[config.mk]
export PLATFORM = sky130hd
export DESIGN_NAME = cdb_arbiter_flat
export DESIGN_NICKNAME = d
export VERILOG_FILES = /design/src/rtl/ooo_exec_pkg.sv /design/src/rtl/cdb_arbiter_if.sv /design/src/rtl/rr_pick_onehot.sv /design/src/rtl/cdb_arbiter.sv /design/src/flat_wrapper.sv
export SDC_FILE = /design/constraint.sdc
export NUM_CORES = 1
export LEC_CHECK = 0
export ABC_AREA = 1
export BUFFER_PORTS_ARGS = -buffer_cell sky130_fd_sc_hd__buf_2
export CAP_MARGIN = 40
export CELL_PAD_IN_SITES_DETAIL_PLACEMENT = 1
export CELL_PAD_IN_SITES_GLOBAL_PLACEMENT = 1
export CORE_AREA = 2 2 147 149
export CTS_CLUSTER_SIZE = 14
export DETAILED_ROUTE_END_ITERATION = 8
export DIE_AREA = 0 0 149 151
export GPL_TIMING_DRIVEN = 0
export PLACE_DENSITY_LB_ADDON = 0.1
export REMOVE_ABC_BUFFERS = 1
export SLEW_MARGIN = 20
export SYNTH_ARGS = -nofsm -noshare
export SYNTH_HDL_FRONTEND = slang
export SYNTH_SLANG_ARGS = --single-unit
[constraint.sdc]
create_clock -name clk_i -period 2.97 [get_ports clk_i]
set_clock_uncertainty 0.2 [all_clocks]
set_input_delay 0.594 -clock clk_i [delete_from_list [all_inputs] [get_ports clk_i]]
set_output_delay 0.594 -clock clk_i [all_outputs]
set_load 0.05 [all_outputs]
[src/rtl/ooo_exec_pkg.sv]
// Types and constants shared by the out-of-order execute cluster and its CDB arbiter.
// The packet fields are sized for the largest legal configuration; users cast them down to their own widths.
package ooo_exec_pkg;

    localparam int DATA_W    = 64;
    localparam int FLAGS_W   = 4;

    localparam int UNIT_ALU  = 0;
    localparam int UNIT_MULT = 1;
    localparam int UNIT_DIV  = 2;
    localparam int UNIT_LS   = 3;

    // Wide enough for a 255-entry ROB and for 8 requesting units.
    localparam int CDB_TAG_W = 8;
    localparam int CDB_SRC_W = 3;

    typedef struct packed {
        logic [CDB_TAG_W-1:0] tag;
        logic [DATA_W-1:0]    val;
        logic [FLAGS_W-1:0]   flags;
        logic [CDB_SRC_W-1:0] src;
    } cdb_pkt_t;

endpackage

[src/rtl/cdb_arbiter_if.sv]
// Execute-stage request bus and registered CDB slot outputs.
// The master modport belongs to the execute stages and the ROB; the slave modport belongs to the arbiter.
interface cdb_arbiter_if #(
    parameter int NUM_UNITS  = 4,
    parameter int ROBsizeLog = 5,
    parameter int SRC_W      = (NUM_UNITS > 1) ? $clog2(NUM_UNITS) : 1
) ();
    logic [NUM_UNITS-1:0]                       valid_i;
    logic [NUM_UNITS*ROBsizeLog-1:0]            tag_i;
    logic [NUM_UNITS*ooo_exec_pkg::DATA_W-1:0]  val_i;
    logic [NUM_UNITS*ooo_exec_pkg::FLAGS_W-1:0] flags_i;
    logic [NUM_UNITS-1:0]                       canGo_o;
    logic                                       cdbReady_i;
    logic                                       flush_i;
    logic                                       cdb_valid_o;
    logic [ROBsizeLog-1:0]                      cdb_tag_o;
    logic [ooo_exec_pkg::DATA_W-1:0]            cdb_val_o;
    logic [ooo_exec_pkg::FLAGS_W-1:0]           cdb_flags_o;
    logic [SRC_W-1:0]                           cdb_src_o;

    modport master (
        output valid_i, tag_i, val_i, flags_i, cdbReady_i, flush_i,
        input  canGo_o, cdb_valid_o, cdb_tag_o, cdb_val_o, cdb_flags_o, cdb_src_o
    );

    modport slave (
        input  valid_i, tag_i, val_i, flags_i, cdbReady_i, flush_i,
        output canGo_o, cdb_valid_o, cdb_tag_o, cdb_val_o, cdb_flags_o, cdb_src_o
    );
endinterface

[src/rtl/rr_pick_onehot.sv]
// Round-robin pick: rotate req so ptr lands at bit 0, take the lowest set bit, and map it back to a unit index.
// Purely combinational; also suitable for reservation-station issue select.
module rr_pick_onehot #(
    parameter int NUM_UNITS = 4,
    parameter int IDX_W     = (NUM_UNITS > 1) ? $clog2(NUM_UNITS) : 1
) (
    input  logic [NUM_UNITS-1:0] req,
    input  logic [IDX_W-1:0]     ptr,
    output logic [NUM_UNITS-1:0] gnt,
    output logic [IDX_W-1:0]     idx
);

    logic [NUM_UNITS-1:0] rot;
    logic [IDX_W:0]       sum;

    assign rot = NUM_UNITS'({req, req} >> ptr);

    always_comb begin
        gnt = '0;
        idx = '0;
        sum = '0;
        // Descending scan so the lowest set rotated bit is the one that sticks.
        for (int j = NUM_UNITS - 1; j >= 0; j--) begin
            if (rot[j]) begin
                sum = {1'b0, ptr} + (IDX_W+1)'(j);
                if (sum >= (IDX_W+1)'(NUM_UNITS)) begin
                    sum = sum - (IDX_W+1)'(NUM_UNITS);
                end
                idx = sum[IDX_W-1:0];
            end
        end
        gnt[idx] = |rot;
    end

endmodule

[src/rtl/cdb_arbiter.sv]
// Round-robin arbiter that shares the common data bus between execute stages; one registered CDB slot.
// Latency 1 cycle from valid_i to cdb_valid_o; slot drains and refills on the same edge when cdbReady_i is high.
// Backpressure: no grant while the slot is full and cdbReady_i is low. CDB_ARBITER_STATS_EN adds grant/stall counters.
module cdb_arbiter
    import ooo_exec_pkg::*;
#(
    parameter int NUM_UNITS  = 4,
    parameter int ROBsize    = 16,
    parameter int ROBsizeLog = $clog2(ROBsize + 1)
) (
    input  logic clk_i,
    input  logic reset_ni,
    cdb_arbiter_if.slave bus
`ifdef CDB_ARBITER_STATS_EN
    ,
    output logic [NUM_UNITS*16-1:0] grant_cnt_o,
    output logic [15:0]             stall_cnt_o
`endif
);

    localparam int SRC_W = (NUM_UNITS > 1) ? $clog2(NUM_UNITS) : 1;

    logic                  slot_free;
    logic                  grant;
    logic [NUM_UNITS-1:0]  pick_gnt;
    logic [SRC_W-1:0]      pick_idx;
    logic [SRC_W-1:0]      rr_q, rr_d;
    logic                  cdb_valid_q, cdb_valid_d;
    cdb_pkt_t              pkt_q, pkt_d;
    logic [ROBsizeLog-1:0] tag_sel;
    logic [DATA_W-1:0]     val_sel;
    logic [FLAGS_W-1:0]    flags_sel;

    rr_pick_onehot #(.NUM_UNITS(NUM_UNITS), .IDX_W(SRC_W)) u_pick (
        .req (bus.valid_i),
        .ptr (rr_q),
        .gnt (pick_gnt),
        .idx (pick_idx)
    );

    assign slot_free   = ~cdb_valid_q | bus.cdbReady_i;
    assign grant       = reset_ni & slot_free & ~bus.flush_i & (|bus.valid_i);
    assign bus.canGo_o = grant ? pick_gnt : '0;

    // Grant is one-hot, so an AND-OR mux selects the winner's payload.
    always_comb begin
        tag_sel   = '0;
        val_sel   = '0;
        flags_sel = '0;
        for (int k = 0; k < NUM_UNITS; k++) begin
            if (pick_gnt[k]) begin
                tag_sel   = tag_sel   | bus.tag_i[k*ROBsizeLog +: ROBsizeLog];
                val_sel   = val_sel   | bus.val_i[k*DATA_W +: DATA_W];
                flags_sel = flags_sel | bus.flags_i[k*FLAGS_W +: FLAGS_W];
            end
        end
    end

    always_comb begin
        rr_d        = rr_q;
        cdb_valid_d = cdb_valid_q;
        pkt_d       = pkt_q;
        if (bus.flush_i) begin
            cdb_valid_d = 1'b0;
        end else if (grant) begin
            pkt_d.tag   = CDB_TAG_W'(tag_sel);
            pkt_d.val   = val_sel;
            pkt_d.flags = flags_sel;
            pkt_d.src   = CDB_SRC_W'(pick_idx);
            cdb_valid_d = 1'b1;
            rr_d        = (pick_idx == SRC_W'(NUM_UNITS - 1)) ? '0 : pick_idx + 1'b1;
        end else if (bus.cdbReady_i) begin
            cdb_valid_d = 1'b0;
        end
    end

    always_ff @(posedge clk_i or negedge reset_ni) begin
        if (!reset_ni) begin
            rr_q        <= '0;
            cdb_valid_q <= 1'b0;
            pkt_q       <= '0;
        end else begin
            rr_q        <= rr_d;
            cdb_valid_q <= cdb_valid_d;
            pkt_q       <= pkt_d;
        end
    end

    assign bus.cdb_valid_o = cdb_valid_q;
    assign bus.cdb_tag_o   = ROBsizeLog'(pkt_q.tag);
    assign bus.cdb_val_o   = pkt_q.val;
    assign bus.cdb_flags_o = pkt_q.flags;
    assign bus.cdb_src_o   = SRC_W'(pkt_q.src);

`ifdef CDB_ARBITER_STATS_EN
    logic [NUM_UNITS*16-1:0] grant_cnt_q, grant_cnt_d;
    logic [15:0]             stall_cnt_q, stall_cnt_d;

    always_comb begin
        grant_cnt_d = grant_cnt_q;
        stall_cnt_d = stall_cnt_q;
        for (int k = 0; k < NUM_UNITS; k++) begin
            if (bus.canGo_o[k] && grant_cnt_q[k*16 +: 16] != 16'hFFFF) begin
                grant_cnt_d[k*16 +: 16] = grant_cnt_q[k*16 +: 16] + 16'd1;
            end
        end
        if ((|bus.valid_i) && !slot_free && stall_cnt_q != 16'hFFFF) begin
            stall_cnt_d = stall_cnt_q + 16'd1;
        end
    end

    always_ff @(posedge clk_i or negedge reset_ni) begin
        if (!reset_ni) begin
            grant_cnt_q <= '0;
            stall_cnt_q <= '0;
        end else begin
            grant_cnt_q <= grant_cnt_d;
            stall_cnt_q <= stall_cnt_d;
        end
    end

    assign grant_cnt_o = grant_cnt_q;
    assign stall_cnt_o = stall_cnt_q;
`endif

endmodule

[src/flat_wrapper.sv]
// flat-port wrapper written by rule: the top's interface ports become plain ports
module cdb_arbiter_flat import ooo_exec_pkg::*;
#(
    parameter int NUM_UNITS  = 4,
    parameter int ROBsize    = 16,
    parameter int ROBsizeLog = $clog2(ROBsize + 1)
)
  (clk_i, reset_ni, bus_valid_i, bus_tag_i, bus_val_i, bus_flags_i, bus_cdbReady_i, bus_flush_i, bus_canGo_o, bus_cdb_valid_o, bus_cdb_tag_o, bus_cdb_val_o, bus_cdb_flags_o, bus_cdb_src_o);
  cdb_arbiter_if #(.NUM_UNITS(NUM_UNITS), .ROBsizeLog(ROBsizeLog)) bus_i ();
  input  logic clk_i;
  input  logic reset_ni;
  input wire logic [$bits(bus_i.valid_i)-1:0] bus_valid_i;
  input wire logic [$bits(bus_i.tag_i)-1:0] bus_tag_i;
  input wire logic [$bits(bus_i.val_i)-1:0] bus_val_i;
  input wire logic [$bits(bus_i.flags_i)-1:0] bus_flags_i;
  input wire logic [$bits(bus_i.cdbReady_i)-1:0] bus_cdbReady_i;
  input wire logic [$bits(bus_i.flush_i)-1:0] bus_flush_i;
  output wire logic [$bits(bus_i.canGo_o)-1:0] bus_canGo_o;
  output wire logic [$bits(bus_i.cdb_valid_o)-1:0] bus_cdb_valid_o;
  output wire logic [$bits(bus_i.cdb_tag_o)-1:0] bus_cdb_tag_o;
  output wire logic [$bits(bus_i.cdb_val_o)-1:0] bus_cdb_val_o;
  output wire logic [$bits(bus_i.cdb_flags_o)-1:0] bus_cdb_flags_o;
  output wire logic [$bits(bus_i.cdb_src_o)-1:0] bus_cdb_src_o;
  assign bus_i.valid_i = bus_valid_i;
  assign bus_i.tag_i = bus_tag_i;
  assign bus_i.val_i = bus_val_i;
  assign bus_i.flags_i = bus_flags_i;
  assign bus_i.cdbReady_i = bus_cdbReady_i;
  assign bus_i.flush_i = bus_flush_i;
  assign bus_canGo_o = bus_i.canGo_o;
  assign bus_cdb_valid_o = bus_i.cdb_valid_o;
  assign bus_cdb_tag_o = bus_i.cdb_tag_o;
  assign bus_cdb_val_o = bus_i.cdb_val_o;
  assign bus_cdb_flags_o = bus_i.cdb_flags_o;
  assign bus_cdb_src_o = bus_i.cdb_src_o;
  cdb_arbiter #(.NUM_UNITS(NUM_UNITS), .ROBsize(ROBsize), .ROBsizeLog(ROBsizeLog)) u_core (.clk_i(clk_i), .reset_ni(reset_ni), .bus(bus_i));
endmodule
# Word level (Yosys, flattened, before mapping)
# Index checks and enable logic that the tools add are counted.
# W data, S select, Z words.
[op_classes]
shift = 1
eq_ne = 1
n_reduce_logical = 5
muxes = 27
order_cmp = 6
add_sub_neg = 8
bitwise = 16
[op_table]
columns = ["cell", "n"]
rows = [
  ["$mux W64", 4],
  ["$or A64 B64 Y64", 3],
  ["$mux W4", 5],
  ["$mux W5", 4],
  ["$mux W2", 9],
  ["$or A5 B5 Y5", 3],
  ["$or A4 B4 Y4", 3],
  ["$ge A3 B3 Y1 const B", 3],
  ["$reduce_or A4 Y1", 2],
  ["$shr A8 B2 Y4", 1],
  ["$sub A2 B1 Y2 const B", 4],
  ["$add A2 B2 Y3 const B", 2],
  ["$and A4 B4 Y4", 1],
  ["$mux W1", 4],
  ["$add A2 B1 Y3 const B", 1],
  ["$and A1 B1 Y1", 3],
  ["$ge A2 B3 Y1 const B", 1],
  ["$lt A2 B3 Y1 const B", 1],
  ["$reduce_bool A3 Y1", 1],
  ["$add A2 B1 Y2 const B", 1],
  ["$demux W1 S2", 1],
  ["$eq A2 B2 Y1 const B", 1],
  ["$ge A2 B1 Y1 const B", 1],
  ["$not A1 Y1", 2],
  ["3 further kinds", 3],
]
[totals]
input_bits = 300
out_inout_bits = 80
elab_cells = 70
regBits = 78

# Longest topological paths before layout
# Gate-level depths: netlist of run 1.
[logic_depth]
word_depth = 19
depth_mapped = 17

# Hierarchy
# From an unflattened synthesis of run 1, not the netlist that was laid out.
[hier_totals]
hier_cells = 812
hier_area_um2 = 5282.6
[modules_own_cells]
columns = ["mod", "instances", "cells_per_inst", "area_per_inst_um2"]
rows = [
  ["cdb_arbiter", 1, 753, 4972.3],
  ["rr_pick_onehot", 1, 59, 310.3],
]

# Worst setup path before layout of run 1
# Ideal clock, no wire load.
[synth_timing]
kind = "input to output"
start = "input port bus_valid_i[0]"
end = "output port bus_canGo_o[2]"
path_stages = 14
t_arrival_ns = 2.634
n_path_buf = 2
t_required_ns = 2.176
path_slack_ns = -0.458
cell_sequence = "inv_1 -> nand2_1 -> nand3_1 -> nand2_1 -> clkinv_1 -> nand2_1 -> nand2_1 -> nand2_1 -> inv_1 -> ha_1 -> clkbuf_1 -> clkbuf_1 -> nand2_1 -> nor2_1"
[synth_via]
elab_chain_len = 11
[synth_lines]
columns = ["element", "line_no", "source"]
rows = [
  ["start, declared", "flat_wrapper.sv:12", "input wire logic [$bits(bus_i.valid_i)-1:0] bus_valid_i;"],
  ["$shr A8 B2 Y4 (*)", "rr_pick_onehot.sv:16", "assign rot = NUM_UNITS'({req, req} >> ptr);"],
  ["$mux W2 (3 in series)", "rr_pick_onehot.sv:24", "if (rot[j]) begin"],
  ["$mux W2 (*)", "rr_pick_onehot.sv:24", ""],
  ["named net u_core.pick_idx[0]", "cdb_arbiter.sv:26", "logic [SRC_W-1:0] pick_idx;"],
  ["$lt A2 B3 Y1 (implied by the code) / $ge A2 B1 Y1 (equally long branches)", "rr_pick_onehot.sv:32", "gnt[idx] = |rot;"],
  ["$logic_and A1 B1 Y1 (implied by the code)", "rr_pick_onehot.sv:32", ""],
  ["$mux W1 (implied by the code)", "rr_pick_onehot.sv:32", ""],
  ["$demux W1 S2 (*)", "rr_pick_onehot.sv:32", ""],
  ["$and A4 B4 Y4 (no line) (*)", "--", ""],
  ["$mux W4 (*)", "cdb_arbiter.sv:43", "assign bus.canGo_o = grant ? pick_gnt : '0;"],
  ["end, declared", "flat_wrapper.sv:18", "output wire logic [$bits(bus_i.canGo_o)-1:0] bus_canGo_o;"],
]
# The timed path passes the listed nets; every way through them passes the cells marked *.

# Worst setup path after layout of run 1
[layout_timing]
start = "register u_core.rr_q[0]"
end = "output port bus_canGo_o[2]"
[layout_via]
elab_chain_len = 13
[layout_lines]
columns = ["element", "line_no", "source"]
rows = [
  ["start, declared", "cdb_arbiter.sv:27", "logic [SRC_W-1:0] rr_q, rr_d;"],
  ["start signal, assigned", "cdb_arbiter.sv:83", "rr_q <= rr_d;"],
  ["$add A2 B2 Y3", "rr_pick_onehot.sv:25", "sum = {1'b0, ptr} + (IDX_W+1)'(j);"],
  ["$ge A3 B3 Y1 / $sub A2 B1 Y2 (equally long branches)", "rr_pick_onehot.sv:26, rr_pick_onehot.sv:27", ""],
  ["$mux W2", "rr_pick_onehot.sv:26", "if (sum >= (IDX_W+1)'(NUM_UNITS)) begin"],
  ["$mux W2 (3 in series)", "rr_pick_onehot.sv:24", ""],
  ["$mux W2 (*)", "rr_pick_onehot.sv:24", ""],
  ["named net u_core.pick_idx[0]", "cdb_arbiter.sv:26", ""],
  ["$lt A2 B3 Y1 (implied by the code) / $ge A2 B1 Y1 (equally long branches)", "rr_pick_onehot.sv:32", ""],
  ["$logic_and A1 B1 Y1 (implied by the code)", "rr_pick_onehot.sv:32", ""],
  ["$mux W1 (implied by the code)", "rr_pick_onehot.sv:32", ""],
  ["$demux W1 S2 (*)", "rr_pick_onehot.sv:32", ""],
  ["$and A4 B4 Y4 (no line) (*)", "--", ""],
  ["$mux W4 (*)", "cdb_arbiter.sv:43", ""],
]
# Marked as above.

==> results of run 1 <==
through the flow:
stage / instances / setup WS (ns) / TNS, ns
3_3_place_gp: 1407 / -4.86 / -389.85
5_1_grt: 1463 / -0.155 / -0.483
2_1_floorplan: 753 / -2.58 / -204.98
4_1_cts: 1456 / -0.0675 / -0.130
3_5_place_dp: 1420 / -0.713 / -21.26
6_report: 1467 / -0.0301 / -0.0301
synth_stat cells, drive strengths merged:
library cell and number:
clkbuf 26, o21ai 2, ha 4, inv 14, nand2 265, nand4 74
nor2 9, a21oi 1, nand3 305, clkinv 1, buf 56, dfrtp 78
flip-flops by register name, summed over array words and instances (netlist names):
name,cells
u_core.bus.cdb_flags_o,4
u_core.bus.cdb_valid_o,1
u_core.bus.cdb_val_o,64
u_core.bus.cdb_tag_o,5
u_core.rr_q,2
u_core.bus.cdb_src_o,2
layout make-up:
| type | instances | area share, % |
|---|---|---|
| flip-flops and latches | 78 | 23.1 |
| inverters | 15 | 0.798 |
| diodes | 6 | 0.177 |
| clock inverters | 5 | 0.975 |
| repair buffers | 416 | 29.5 |
| multi-input cells | 661 | 38.5 |
| clock buffers | 11 | 2.87 |
| well taps | 275 | 4.06 |
cells by family after synthesis:
| group | synth area share [%] |
|---|---|
| simple gates | 54.5 |
| fa+ha+maj | 0.896 |
| compound gates | 0.269 |
| buf+inv | 9.41 |
| flops | 35.0 |
timing repair:
| action | 4_1_cts | 5_1_grt |
|---|---|---|
| hold endpoints to repair | 4 | 0 |
| buffers inserted | 15 | 5 |
| cloned | 3 | 1 |
| setup endpoints to repair | 77 | 45 |
| resized for setup | 34 | 13 |
| pin swaps | 14 | 13 |
| hold buffers | 2 | 0 |
worst register-to-register path, stage by stage (launching register included):
cell	delay (ns)
dfrtp_2	0.48
buf_6	0.16
nand2_1	0.10
nand3_2	0.10
nand2_2	0.10
nand2_2	0.06
nand2_1	0.07
nand2_2	0.07
nand2_4	0.12
inv_4	0.06
ha_4	0.16
buf_4	0.12
buf_4	0.14
buf_4	0.23
buf_8	0.21
nand3_1	0.11
nand4_1	0.11
nand2_1	0.07
nand2_1	0.05
metal layers:
layer / track usage (%) / wire length (µm)
met1: 28.0 / 11100
met2: 42.1 / 14200
met3: 5.66 / 2060
met4: 8.81 / 532
met5: 0 / 27
how the worst min path moves through the flow:
stage | endpoint | depth (start not counted)
global route | u_core.bus.cdb_val_o[14] | 2
floorplan | u_core.bus.cdb_flags_o[0] | 0
global placement | u_core.bus.cdb_val_o[62] | 2
detailed placement | u_core.bus.cdb_val_o[45] | 2
CTS | u_core.bus.cdb_val_o[14] | 2
finish | u_core.bus.cdb_val_o[14] | 2
where the power goes:
group / switching [µW] / total, µW / internal [µW]
Clock: 463 / 1220 / 760
Sequential: 265 / 1790 / 1530
Combinational: 5890 / 9010 / 3120
placed cells by master (no fill, tap or decap), types with 4 or more instances in the layout:
cell	Yosys	routed
buf_12	0	12
buf_2	30	374
buf_4	1	15
buf_6	16	6
clkbuf_16	0	9
dfrtp_1	78	76
diode_2	0	6
ha_4	0	4
inv_2	9	7
inv_4	0	4
nand2_1	264	252
nand2_2	0	8
nand2_4	1	4
nand3_1	305	301
nand3_2	0	4
nand4_1	73	73
nor2_1	9	5
==> impl_results.md, run 1 <==
* CP Cell Sequence: buf_6 > nand2_1 > nand3_2 > nand2_2 > nand2_2 > nand2_1 > nand2_2 > nand2_4 > inv_4 > ha_4 > buf_12 > nand2_4 > nor2_4 > buf_8
* Max VDD drop at approximately 810 µV
* Worst-path clk slew at 0.07 ns
* RSZ-0062 raised after global routing: true
* Final wirelength at between 20000 and 30000 µm
* Share of layout cells above drive strength 1 at about 40%
* Final Cell Area at about 8500 µm²
* Critical Path RT at approximately 2.2 ns
* Family with the most delay on the worst path: simple AND/OR/NAND/NOR gates
* CP Launch Point: u_core.rr_q[0]
* Slew @ Worst Pin at 0.450 ns
* Synthesized instance count at ~840
* Setup violators final at 1
* DP HPWL at roughly 19000 µm
* WL/cell at between 15 and 20 µm
* Setup CP Type: flip-flop to output port
* Unique masters post-synth at 18
* Final hold vios at 0
* Crit path largest cell delay at 0.48 ns
* Status: finished, violations left
* Register bit total from synthesis at 78
* Pwr/cell area at approximately 1400 nW/µm²
* Fmax at about 330 MHz
* Slew Limit Fails at 0
* Cell row count at 53
* Worst-path fanout max at 6
* Worst setup endpoint: bus_canGo_o[2]
* ANT nets after route at 0
* DRT Pass-1 Iters at 4
* Final nets at between 1000 and 1500
* Post-synth top area cell: dfrtp_1
* Clk sinks at between 70 and 80
* Min Tclk post-route at between 3 and 4 ns
* Final Total Pwr at 12000 µW
* Via count at between 7000 and 8000
* Clk buf depth at 2
* # fillers at around 2800
* Max-cap violation count at 0
* Top-area cell type share of the netlist area at roughly a third
* DRC Markers at 0
* Core ar. at roughly 21000 µm²
* Syn Area/Cell at 6.69 µm²
* Global Route Usage Sum at between 20% and 30%
* Starting Density at between 20% and 30%
* Die H at ~150 µm
* Die area at roughly 22000 µm²
* Flop2flop setup slack at 0.13 ns
* H-tree Lvls at 3
* Hold crit path type: input pin to async pin
* Vias/cell at approximately 5.1
* Overflow left after global routing at 0
* Failing checks: setup timing
* Area contributors post-synth: dfrtp_1 35%, nand3_1 27%, nand2_1 18%
* Multi-input logic area at about 3300 µm²
* I/O Pins at 380
* Most frequent CP cell: nand2_2
* Syn. warnings at 0
* CTS Buf Count at 9
* Leak Pwr at about 0.0045 µW
* First-pass GRT wire length at 41300 µm
* Clk root buf: clkbuf_16
* Routability Congestion at 0.760
* Initial antenna violation count at 5
* Dpl cell area at roughly 7700 µm²
* R2R Path End: u_core.bus.cdb_val_o[1]
* Final WS setup at -0.0301 ns
* Part of the Yosys area used for sequential elements at 35.0%
* Max stage delay cell, worst path: dfrtp_2
* Die width at ~150 µm
* Final Hold Slack at 0.0265 ns
* Area grow syn2layout at 51.7%
* PortBufs at approximately 380
* Max_slew headroom at between 60% and 70%
* CP Capture Type: output port
* Number of global-route vias before repair at 7457
* Crit path depth at 14
* CTS tree: yes
* Largest net degree at the start of global routing at 58
* R2R depth at 18
* Post-Route Utilization at just over 40%
* Arrival @ worst endpoint at 2.21 ns
* CP startpoint kind: flip-flop
* Crit path buffers/inverters at 4
* Cell Area, Synth at 5580 µm²
* Period Utilization, post-route at 101%
* Worst-Skew Late Latency at 0.34 ns
* Worst reg2reg startpoint: u_core.rr_q[0]
* Register Area at around 2000 µm²
* Initial DRC Count at 274
Power figures use the tool's default switching activity.
==> run 2, diff against run 1 <==
Settings changed: PLACE_DENSITY set to 0.77, PLACE_DENSITY_LB_ADDON 0.1 to not set.
==> impl_results.md, run 2 (synthesis gave the netlist of run 1 again) <==
* Die H at 151 µm
* Number of global-route vias before repair at between 7000 and 8000
* CTS Buf Count at 9
* CP Launch Point: u_core.rr_q[0]
* Initial antenna violation count at 4
* Routability Congestion at 0.790
* Clk sinks at 78
* Min Tclk post-route at 3.05 ns
* Worst-path fanout max at 7
* Setup violators final at 4
* Slew @ Worst Pin at approximately 0.41 ns
* DP Worst Slack at -0.748 ns
* ANT nets after route at 0
* Hold crit path type: input pin to async pin
* Worst-Skew Late Latency at between 0.3 and 0.4 ns
* DP HPWL at approximately 19000 µm
* Initial DRC Count at between 300 and 400
* Max_slew headroom at 72.4%
* Dpl cell area at roughly 7700 µm²
* Setup CP Type: flip-flop to output port
* DRT Pass-1 Iters at 4
* Fmax at 328 MHz
* Most frequent cells in the layout: 374 x buf_2, 298 x nand3_1, 242 x nand2_1
* DRC Markers at 0
* Max-cap violation count at 0
* TNS Setup at -0.188 ns
* Final hold vios at 1
* Pwr/cell area at roughly 1500 nW/µm²
* Worst-path clk slew at approximately 0.070 ns
* Max reg flops at 64
* CP Capture Type: output port
* RSZ-0062 raised after global routing: true
* Starting Density at 26.8%
* CP startpoint kind: flip-flop
* Final WS setup at -0.0817 ns
* Leak Pwr at ~0.0046 µW
* Max VDD drop at about 600 µV
* Core ar. at 20800 µm²
* Cell row count at 53
* WL/cell at ~20 µm
* Overflow left after global routing at 0
* Failing checks: hold timing, setup timing
* Final Cell Area at slightly below 9000 µm²
* Die area at 22500 µm²
* Critical Path RT at around 2.2 ns
* I/O Pins at between 300 and 400
* Commonest non-fill, non-tap cell in the layout: buf_2
* Die width at approximately 150 µm
* Final Hold Slack at -0.000632 ns
* Vias/cell at about 5.2
* CTS tree: yes
* Final nets at 1495
* Status: finished, violations left
* Clk buf depth at 2
* Worst reg2reg startpoint: u_core.rr_q[0]
* Area grow syn2layout at 55.8%
* Largest net degree at the start of global routing at 64
* Share of layout cells above drive strength 1 at between 40% and 50%
* Via count at 7692
* First-pass GRT wire length at roughly 44000 µm
* Slew Limit Fails at 0
* Arrival @ worst endpoint at approximately 2.3 ns
* H-tree Lvls at 3
* Period Utilization, post-route at 103%
* Final wirelength at a little under 30000 µm
* PortBufs at between 300 and 400
* Clk root buf: clkbuf_16
* Global Route Usage Sum at about a quarter
-- run 2: cell types whose count changed in the layout (fill, tap and decap cells not counted), moves of 2 or more --
cell        previous run  this run
nand2_2                8        14
nand3_2                4         7
buf_6                  6         9
nand3_1              301       298
nand2_1              252       242
bufbuf_16              3         6
buf_4                 15        18
nor2_1                 5         3
nand2_4                4         9
clkinvlp_4             3         1
diode_2                6         3
-- run 2: path summary, 6_finish.rpt --
| kind | endpoint | slack, ns | cells past startpoint |
|---|---|---|---|
| min in group clk_i | u_core.bus.cdb_valid_o | 0.27 | 2 |
| worst max register to register | u_core.bus.cdb_val_o[61] | 0.14 | 18 |
| worst min register to register | u_core.bus.cdb_val_o[15] | 0.27 | 2 |
| worst min-delay path | u_core.bus.cdb_val_o[56] | -0.0006 | 2 |
| max in group asynchronous | u_core.rr_q[0] | 1.73 | 3 |
| worst max-delay path | bus_canGo_o[1] | -0.08 | 15 |
-- run 2: critical path, stage by stage (launching register included) --
cell and delay (ns):
dfrtp_2 0.50, inv_6 0.10, nand2_4 0.10, nand2_2 0.07, nand2_1 0.06, nand2_1 0.07
nor2_2 0.11, nand2_1 0.08, nand2_2 0.09, nand2_4 0.09, inv_4 0.09, ha_4 0.15
buf_12 0.11, nand2_4 0.05, nor2_4 0.09, buf_6 0.16
-- run 2: report_power, final --
group	total, µW	internal (µW)	switching (µW)
clock network	1200	749	454
registers	1800	1530	275
logic	9790	3550	6240
-- run 2: what timing repair did --
item                                   4_1_cts  5_1_grt
resized for setup                           65        6
setup endpoints to repair                   48        4
pin swaps                                   25        1
endpoints found under the hold margin       34        0
setup buffers                               26        1
hold buffers                                 2        0
gates cloned                                 7        0
-- run 2: cell type report --
cell class	instances	area, µm²
fillers	2716	12100
multi-input cells	661	3330
repair buffers	426	2680
flip-flops and latches	78	1950
well taps	275	344
clock buffers	10	239
clock inverters	4	72.6
inverters	15	70.1
diodes	3	7.51
-- run 2: metal layers --
layer,wire length (µm),share of wire (%),global-route usage [%],vias up
met5,31,0.11,0,-
met4,796,2.7,9.95,4
met3,2210,7.5,6.39,57
met2,14600,50,43.7,310
met1,11700,40,30.2,3723
li1,-,-,-,3598
-- run 2: through the flow --
stage	util (%)	hold WS, ns	total power [µW]	cells
after floorplan	-	0.0984	6870	753
after detailed placement	36.8	0.261	9490	1419
final	41.8	-0.000632	12800	1472
after global placement	35.3	0.256	7840	1407
after global routing	41.8	0.0197	13600	1471
after CTS	41.6	0.0127	12700	1468
==> run 3, diff against run 2 <==
Settings changed: BUFFER_PORTS_ARGS -buffer_cell sky130_fd_sc_hd__buf_2 to -buffer_cell sky130_fd_sc_hd__clkbuf_2.
==> impl_results.md, run 3 (synthesis gave the netlist of run 1 again) <==
* Die area at ~22000 µm²
* DP HPWL at roughly 18000 µm
* Area grow syn2layout at 57.8%
* Clk root buf: clkbuf_16
* Routability Congestion at roughly 0.78
* Critical Path RT at approximately 2.2 ns
* Met3 Use GR at approximately 4.8%
* R2R depth at 18
* Number of global-route vias before repair at approximately 7800
* CTS Buf Count at 9
* CP Launch Point: u_core.rr_q[0]
* Initial DRC Count at approximately 380
* Overflow left after global routing at 0
* Via count at just under 8000
* Pwr/cell area at 1510 nW/µm²
* Initial antenna violation count at 0
* Final nets at 1499
* Slew Limit Fails at 0
* Fmax at between 300 and 400 MHz
* Min Tclk post-route at about 3.2 ns
* WL/cell at 20.1 µm
* CTS tree: yes
* Starting Density at about 27%
* # fillers at between 2000 and 3000
* Dpl cell area at approximately 7600 µm²
* Final Hold Slack at -0.0120 ns
* Met2 Resource Use GR at a little under half
* Max_slew headroom at a little under three quarters
* Flop2flop setup slack at 0.05 ns
* Leak Pwr at about 0.0047 µW
* Final Total Pwr at roughly 13000 µW
* Worst reg2reg startpoint: u_core.rr_q[0]
* Clk buf depth at 2
* I/O Pins at 380
* H-tree Lvls at 3
* Slew @ Worst Pin at 0.430 ns
* R2R Path End: u_core.bus.cdb_val_o[23]
* Gr busiest metal: met2
* Die width at 149 µm
* CP Capture Type: output port
* First-pass GRT wire length at roughly 44000 µm
* Final WS setup at -0.277 ns
* Max-cap violation count at 0
* Cell row count at between 50 and 60
* Setup CP Type: flip-flop to output port
* Worst-Skew Late Latency at between 0.3 and 0.4 ns
* Failing checks: hold timing, setup timing
* Met1 Use GR at 31.0%
* Worst-path fanout max at 7
* DRC Markers at 0
* PortBufs at roughly 380
* Commonest non-fill, non-tap cell in the layout: clkbuf_2
* Hold-fix buffers, CTS at 0
* Share of layout cells above drive strength 1 at between 40% and 50%
* Most frequent cells in the layout: 374 x clkbuf_2, 297 x nand3_1, 240 x nand2_1
* Hold crit path type: input pin to async pin
* Final Cell Area at approximately 8800 µm²
* Worst-path clk slew at about 0.07 ns
* Die H at between 150 and 200 µm
* DRT Pass-1 Iters at 5
* Global Route Usage Sum at between 20% and 30%
* RSZ-0062 raised after global routing: true
* Max reg flops at between 60 and 70
* Largest net degree at the start of global routing at 80
* Max VDD drop at approximately 700 µV
* Final hold vios at 7
* Core ar. at 20800 µm²
* Clk sinks at 78
* CP startpoint kind: flip-flop
* ANT nets after route at 0
* Final wirelength at 29700 µm
* Period Utilization, post-route at 109%
* Status: finished, violations left
* Setup violators final at 4
* Vias/cell at approximately 5.2
* Arrival @ worst endpoint at about 2.5 ns
run 3: changes by cell type in the layout (fill, tap and decap cells not counted), sizes merged:
cell and change:
clkbuf +375, nand4 +1, dlygate4sd3 -1, diode -2, bufbuf +2, buf -372
clkinv +1, nand2 -1, clkinvlp +1
run 3: final cells by class:
type,count,area [µm²],share of cell area [%]
clock buffer,10,239,2.71
timing repair buffer,430,2730,31.0
clock inverter,6,85.1,0.966
multi-input combinational,661,3370,38.3
antenna,1,2.50,0.0284
inverter,15,78.8,0.895
tap,275,344,3.91
sequential,78,1950,22.2
run 3: routing by layer:
layer	vias up	routed length, µm
li1	3610	-
met4	0	509
met5	-	0
met1	3761	12000
met2	322	15100
met3	37	2120
run 3: worst max-delay path by stage:
stage	depth (start not counted)	slack, ns	endpoint
finish	14	-0.28	bus_canGo_o[0]
global route	14	-0.37	bus_canGo_o[0]
CTS	15	-0.07	bus_canGo_o[0]
detailed placement	15	-0.79	bus_canGo_o[1]
global placement	7	-4.74	u_core.bus.cdb_val_o[52]
floorplan	4	-2.58	bus_canGo_o[0]
run 3: worst max-delay path, cell delays in order (launching register included):
cell	delay (ns)
dfrtp_2	0.50
clkinv_4	0.13
nand2_4	0.11
nand2_4	0.06
buf_4	0.13
a21oi_1	0.18
nor2_1	0.11
nand3_4	0.09
nand2_4	0.09
inv_4	0.08
ha_4	0.15
buf_16	0.13
nand2_4	0.05
nor2_4	0.13
buf_8	0.16
run 3: timing repair:
| action | CTS | global route |
|---|---|---|
| resized for setup | 48 | 38 |
| setup endpoints to repair | 53 | 4 |
| cloned | 9 | 0 |
| setup buffers | 25 | 8 |
| pin swaps | 23 | 22 |
run 3: through the flow:
stage	setup TNS [ns]	instances	util, %	hold WS, ns	worst slack [ns]
2_1_floorplan	-204.98	753	-	0.0984	-2.58
4_1_cts	-0.206	1468	41.5	0.00122	-0.0650
3_5_place_dp	-19.80	1418	36.7	0.265	-0.787
3_3_place_gp	-375.68	1407	35.3	0.262	-4.74
5_1_grt	-1.64	1475	42.3	0.00996	-0.366
6_report	-0.710	1476	42.3	-0.0120	-0.277
run 3: power breakdown:
group / internal (µW) / switching [µW]
registers: 1530 / 303
clock network: 757 / 467
logic: 3870 / 6410
total: 6150 / 7180
